File: config.mk
export PLATFORM = sky130hd
export DESIGN_NAME = dmem_lane_arbiter
export DESIGN_NICKNAME = d
export VERILOG_FILES = /design/src/rtl/mem_pkg.sv /design/src/rtl/dmem_req_check.sv /design/src/rtl/dmem_lane_arbiter.sv
export SDC_FILE = /design/constraint.sdc
export NUM_CORES = 1
export LEC_CHECK = 0
export BUFFER_PORTS_ARGS = -buffer_cell sky130_fd_sc_hd__buf_2
export CELL_PAD_IN_SITES_DETAIL_PLACEMENT = 2
export CELL_PAD_IN_SITES_GLOBAL_PLACEMENT = 2
export CORE_MARGIN = 2
export CORE_UTILIZATION = 15
export DETAILED_ROUTE_END_ITERATION = 10
export MAX_ROUTING_LAYER = met4
export PLACE_DENSITY = 0.87
export SETUP_SLACK_MARGIN = 0.3
export SYNTH_ARGS = -nofsm -noshare
export SYNTH_HDL_FRONTEND = slang
export SYNTH_HIERARCHICAL = 1
export SYNTH_SLANG_ARGS = --single-unit
export TNS_END_PERCENT = 10
File: constraint.sdc
create_clock -name clk -period 4.7 [get_ports clk]
set_clock_uncertainty 0.1 [all_clocks]
set_input_delay 0 -clock clk [delete_from_list [all_inputs] [get_ports clk]]
set_output_delay 0 -clock clk [all_outputs]
set_load 0.02 [all_outputs]
File: src/rtl/mem_pkg.sv
// Shared types for the data-memory lane arbiter: lane tags, arbiter states,
// the per-lane request bundle and the fixed response latency.
package mem_pkg;

  typedef enum logic {
    LANE0 = 1'b0,
    LANE1 = 1'b1
  } lane_e;

  typedef enum logic {
    IDLE   = 1'b0,
    SERVE1 = 1'b1
  } state_e;

  typedef struct packed {
    logic [31:0] addr;
    logic [31:0] wdata;
    logic        we;
    logic [4:0]  rd;
  } req_t;

  localparam int RSP_LATENCY = 1;

endpackage

File: src/rtl/dmem_req_check.sv
// Per-lane request decode: derives the word index and flags misaligned or
// out-of-range byte addresses.
module dmem_req_check
  import mem_pkg::*;
#(
  parameter int DEPTH  = 1024,
  parameter int ADDR_W = $clog2(DEPTH)
) (
  input  logic [31:0]       addr,
  output logic              fault,
  output logic [ADDR_W-1:0] word_idx
);

  assign word_idx = addr[ADDR_W+1:2];

  // The full upper address is compared, so aliases above DEPTH fault rather than wrap.
  assign fault = (addr[1:0] != 2'b00) || ({2'b00, addr[31:2]} >= 32'(DEPTH));

endmodule

File: src/rtl/dmem_lane_arbiter.sv
// Serialises the two pipeline memory lanes onto one single-port data memory
// in program order (lane 0 first) and routes each response back to its lane.
module dmem_lane_arbiter
  import mem_pkg::*;
#(
  parameter int DEPTH  = 1024,
  parameter int ADDR_W = $clog2(DEPTH),
  parameter int CNT_W  = 16
) (
  input  logic              clk,
  input  logic              rst_n,
  input  logic              flush_i,
  input  logic              l0_req_valid_i,
  output logic              l0_req_ready_o,
  input  logic [31:0]       l0_addr_i,
  input  logic [31:0]       l0_wdata_i,
  input  logic              l0_we_i,
  input  logic [4:0]        l0_rd_i,
  input  logic              l1_req_valid_i,
  output logic              l1_req_ready_o,
  input  logic [31:0]       l1_addr_i,
  input  logic [31:0]       l1_wdata_i,
  input  logic              l1_we_i,
  input  logic [4:0]        l1_rd_i,
  output logic              l0_rsp_valid_o,
  output logic [31:0]       l0_rsp_data_o,
  output logic [4:0]        l0_rsp_rd_o,
  output logic              l0_rsp_fault_o,
  output logic              l1_rsp_valid_o,
  output logic [31:0]       l1_rsp_data_o,
  output logic [4:0]        l1_rsp_rd_o,
  output logic              l1_rsp_fault_o,
  output logic              mem_en_o,
  output logic              mem_we_o,
  output logic [ADDR_W-1:0] mem_addr_o,
  output logic [31:0]       mem_wdata_o,
  input  logic [31:0]       mem_rdata_i,
  output logic [CNT_W-1:0]  conflict_cnt_o
);

  req_t              l0_req, l1_req;
  logic              l0_fault, l1_fault;
  logic [ADDR_W-1:0] l0_idx, l1_idx;

  assign l0_req = '{addr: l0_addr_i, wdata: l0_wdata_i, we: l0_we_i, rd: l0_rd_i};
  assign l1_req = '{addr: l1_addr_i, wdata: l1_wdata_i, we: l1_we_i, rd: l1_rd_i};

  dmem_req_check #(.DEPTH(DEPTH), .ADDR_W(ADDR_W)) u_l0_check (
    .addr     (l0_req.addr),
    .fault    (l0_fault),
    .word_idx (l0_idx)
  );

  dmem_req_check #(.DEPTH(DEPTH), .ADDR_W(ADDR_W)) u_l1_check (
    .addr     (l1_req.addr),
    .fault    (l1_fault),
    .word_idx (l1_idx)
  );

  state_e state_q, state_d;

  // NOTE: state registers use non-blocking assignments so every flop samples pre-edge values.
  always_ff @(posedge clk or negedge rst_n) begin
    if (!rst_n) state_q <= IDLE;
    else        state_q <= state_d;
  end

  // SERVE1 lasts exactly one cycle whether or not lane 1 is still asking.
  always_comb begin
    // NOTE: every combinational output gets a default first so no latch is inferred.
    state_d = IDLE;
    if (!flush_i && state_q == IDLE && l0_req_valid_i && l1_req_valid_i) state_d = SERVE1;
  end

  always_comb begin
    l0_req_ready_o = 1'b0;
    l1_req_ready_o = 1'b0;
    // NOTE: readys are gated with rst_n so outputs are quiet for the whole reset window.
    if (rst_n && !flush_i) begin
      unique case (state_q)
        IDLE: begin
          l0_req_ready_o = l0_req_valid_i;
          l1_req_ready_o = l1_req_valid_i && !l0_req_valid_i;
        end
        SERVE1: l1_req_ready_o = l1_req_valid_i;
        default: ;
      endcase
    end
  end

  logic  issue, iss_fault, iss_we;
  lane_e iss_lane;
  logic [4:0] iss_rd;

  assign issue     = l0_req_ready_o || l1_req_ready_o;
  assign iss_lane  = l1_req_ready_o ? LANE1 : LANE0;
  assign iss_fault = (iss_lane == LANE1) ? l1_fault  : l0_fault;
  assign iss_we    = (iss_lane == LANE1) ? l1_req.we : l0_req.we;
  assign iss_rd    = (iss_lane == LANE1) ? l1_req.rd : l0_req.rd;

  assign mem_en_o    = issue && !iss_fault;
  assign mem_we_o    = mem_en_o && iss_we;
  assign mem_addr_o  = !mem_en_o ? '0 : (iss_lane == LANE1) ? l1_idx : l0_idx;
  assign mem_wdata_o = !mem_en_o ? '0 : (iss_lane == LANE1) ? l1_req.wdata : l0_req.wdata;

  // Response tag pipeline; nothing issues during a flush, so it drains on its own.
  logic [RSP_LATENCY-1:0] rsp_pend_q;
  lane_e                  rsp_lane_q;
  logic [4:0]             rsp_rd_q;
  logic                   rsp_fault_q, rsp_we_q;

  always_ff @(posedge clk or negedge rst_n) begin
    if (!rst_n) begin
      rsp_pend_q  <= '0;
      rsp_lane_q  <= LANE0;
      rsp_rd_q    <= '0;
      rsp_fault_q <= 1'b0;
      rsp_we_q    <= 1'b0;
    end else begin
      rsp_pend_q <= {RSP_LATENCY{issue}};
      if (issue) begin
        rsp_lane_q  <= iss_lane;
        rsp_rd_q    <= iss_rd;
        rsp_fault_q <= iss_fault;
        rsp_we_q    <= iss_we;
      end
    end
  end

  logic        rsp_live;
  logic [31:0] rsp_data;

  assign rsp_live = rsp_pend_q[RSP_LATENCY-1] && !flush_i;
  assign rsp_data = (rsp_fault_q || rsp_we_q) ? 32'd0 : mem_rdata_i;

  assign l0_rsp_valid_o = rsp_live && rsp_lane_q == LANE0;
  assign l1_rsp_valid_o = rsp_live && rsp_lane_q == LANE1;
  assign l0_rsp_data_o  = l0_rsp_valid_o ? rsp_data : 32'd0;
  assign l1_rsp_data_o  = l1_rsp_valid_o ? rsp_data : 32'd0;
  assign l0_rsp_rd_o    = l0_rsp_valid_o ? rsp_rd_q : 5'd0;
  assign l1_rsp_rd_o    = l1_rsp_valid_o ? rsp_rd_q : 5'd0;
  assign l0_rsp_fault_o = l0_rsp_valid_o && rsp_fault_q;
  assign l1_rsp_fault_o = l1_rsp_valid_o && rsp_fault_q;

  always_ff @(posedge clk or negedge rst_n) begin
    if (!rst_n) begin
      conflict_cnt_o <= '0;
    end else if (state_q == IDLE && state_d == SERVE1 && conflict_cnt_o != '1) begin
      conflict_cnt_o <= conflict_cnt_o + 1'b1;
    end
  end

endmodule

==> metrics.md <==
| Metric | Value |
|---|---|
| Status | `finished clean` |
| Top FF cell, synth | `dfrtp_1` |
| Synthesized area | `2614 µm²` |
| Post-CTS Setup Bufs | `0` |
| Detailed-placement wirelength estimate | `11950 µm` |
| Core area | `17180 µm²` |
| Sequential share of power | `40.3%` |
| Setup crit start kind | `input pin` |
| HP Class | `input pin to register` |
| Clk Latency, worst-skew pair | `260 ps` |
| Tcrit/Tclk final | `67.71%` |
| Final hold violation count | `0` |
| TritonRoute pass-1 iters | `4` |
| Async set-or-reset flop fraction in the synthesized netlist | `100.0%` |
| All-Layer GR Usage | `14.77%` |
| Vias after detailed routing | `3907` |
| Syn Inst Count | `374` |
| Rows | `48` |
| Slew Limit Headroom | `28.07%` |
| EDFF count, synth | `0` |
| I/O Buffers | `316` |
| CTS tree | `yes` |
| Crit end category | `register` |
| Vias per cell | `4.415` |
| Top-area cell type share of the netlist area | `24.89%` |
| CTS H-tree lvls | `1` |
| Most frequent cells in the layout | `316 x buf_2, 90 x nand2_1, 71 x and3_1` |
| Diode count | `0` |
| Comb pwr share | `30.9%` |
| Initial antenna violation count | `0` |
| GR Overflow Total | `0` |
| Clock Power Share | `28.7%` |
| Vias in the first global route | `4001` |
| Layout filler cell count | `2126` |
| Netlist cell types | `36` |
| CTS Buffer Depth | `2` |
| # setup viols final | `0` |
| WS Path Type | `input pin to register` |
| Synth Register Bits | `26` |
| Layout net count | `839` |
| Leading area contributor after synthesis | `dfrtp_1` |
| Sw Share | `32.47%` |
| WL final | `14590 µm` |
| Crit-path max FO | `52` |
| Most common cell after layout, fill and taps aside | `buf_2` |
| CP required | `4750 ps` |
| Die height | `136.0 µm` |
| Yosys warnings | `6` |
| Worst Tran Pin Value | `1079 ps` |
| Post-DRT Antenna Nets | `0` |
| Worst setup margin | `1518 ps` |
| Critical Path AT | `3230 ps` |
| Starting Density | `15.22%` |
| Share of cells above drive strength 1 | `51.06%` |
| Top cells by area, synth | `dfrtp_1 25%, and3_1 17%, nand2_1 13%` |
| Die span in x | `136.0 µm` |
| Sequential area share after synthesis | `24.89%` |
| DP Worst Slack | `2041 ps` |
| Remaining routing DRC violations | `0` |
| Multi-input gate area | `1704 µm²` |
| Max IR drop VDD | `0.0001735 V` |
| Wire per inst | `16.48 µm` |
| Clock Sinks | `26` |
| Sw power | `0.0002373 W` |
| Cell Pwr Density | `163.5 nW/µm²` |
| Mapped Avg Cell Area | `6.989 µm²` |
| Post-synth net total | `552` |
| First-pass GRT wire length | `21220 µm` |
| Die ar. | `18500 µm²` |
| I/O pin count | `317` |
| Min Tclk post-route | `3182 ps` |
| Maxcap violations | `0` |
| Inserted Clock Buffers | `3` |
| Largest net degree at the start of global routing | `65` |
| Area Growth Syn to Fin | `71.04%` |
| Fin Setup TNS | `0 ps` |
| Leak | `2.895 nW` |
| Internal Dissipation | `0.0004936 W` |
| Slew Viols, Final | `0` |
| Final GP Congestion | `0.7850` |
| Root buf cell | `clkbuf_16` |
| Max Freq | `0.3142 GHz` |
| Register area | `650.6 µm²` |
| DRC marker count from the first detailed-route iteration | `73` |
| Unrepaired setup endpoints after global routing | `false` |
| Clk slew on worst S/H paths | `70 ps` |
## sequential cells by signal, indices dropped and copies added, names as in the netlist
signal and cells:
conflict_cnt_o 16, rsp_rd_q 5, rsp_fault_q 1, rsp_lane_q 1
rsp_pend_q 1, rsp_we_q 1, state_q 1
## what timing repair did
item,4_1_cts,5_1_grt
hold buffers,10,0
endpoints found under the hold margin,31,0
gates resized for setup,0,0
## power by group through the flow
stage          Clock [W]  Sequential, W  Combinational (W)
5_1_grt         0.000227       0.000301           0.000253
3_5_place_dp           0       0.000301           0.000225
2_1_floorplan          0       0.000306          0.0000825
3_3_place_gp           0       0.000298           0.000215
4_1_cts         0.000220       0.000296           0.000232
6_report        0.000210       0.000295           0.000226
## cells by family (layout without fill, tap and decap cells)
family	after synthesis	in the layout	synth area share, %
adder cells (fa/ha/maj)	1	1	0.4786
multiplexers	2	2	0.8138
XOR/XNOR	14	14	4.691
flip-flops	26	26	24.89
AND/OR/NAND/NOR	218	218	44.95
AO/OA/AOI/OAI	58	58	13.02
buffers and inverters	55	341	11.15
## worst max-delay path, stage by stage
cell           delay [ps]
dlygate4sd3_1         540
buf_2                 120
buf_4                 240
and3b_1               260
o21ai_4                60
buf_4                 410
inv_2                 480
a22o_1                320
dlygate4sd3_1         560
a21o_1                160
## path summary, 6_finish.rpt
kind	depth (start not counted)	slack, ps	from	to
max	10	1520	rst_n	rsp_rd_q[3]$_DFFE_PN0P_
min	3	40	l1_rd_i[4]	rsp_rd_q[4]$_DFFE_PN0P_
max reg2reg	6	1930	state_q$_DFF_PN0_	rsp_rd_q[3]$_DFFE_PN0P_
min reg2reg	1	400	conflict_cnt_o[15]$_DFFE_PN0P_	conflict_cnt_o[15]$_DFFE_PN0P_
max in group asynchronous	3	4020	rst_n	rsp_fault_q$_DFFE_PN0P_
min in group asynchronous	3	190	rst_n	conflict_cnt_o[11]$_DFFE_PN0P_
## synth_stat cells, types with 2 or more instances
master,count
xnor2_1,11
dfrtp_1,26
nand4_1,10
a21o_1,5
buf_2,8
xor2_1,3
inv_1,4
and3b_1,2
nand2_1,90
and2_4,2
and2_1,13
clkbuf_1,22
and3_1,71
buf_4,20
a21oi_1,43
nor2_1,5
nor4_1,8
a22o_1,5
nand3_1,3
and4_1,4
or4_1,4
## per-layer routing
metal / wire, µm / GRT usage (%)
met1: 5404 / 15.61
met2: 7944 / 29.40
met3: 1174 / 2.274
met4: 65 / 1.736
met5: 0 / -
## final cells by class
type | instances | area share (%)
clock buffers | 4 | 1.987
inverters | 5 | 0.4198
multi-input cells | 293 | 38.12
flip-flops and latches | 26 | 14.55
well taps | 225 | 6.297
repair buffers | 332 | 38.62
## metrics by stage
stage / instances / instance area, µm² / hold slack [ps] / total power (W) / utilization (%)
after global placement: 871 / 4282 / -75.12 / 0.0005134 / 24.93
final: 885 / 4471 / 37.10 / 0.0007309 / 26.03
after detailed placement: 871 / 4282 / -59.48 / 0.0005253 / 24.93
after floorplan: 374 / 2614 / -395.6 / 0.0003889 / -
after global routing: 885 / 4471 / 41.02 / 0.0007811 / 26.03
after CTS: 885 / 4471 / 39.71 / 0.0007481 / 26.03
No activity file was read; power rests on OpenSTA's default activity.
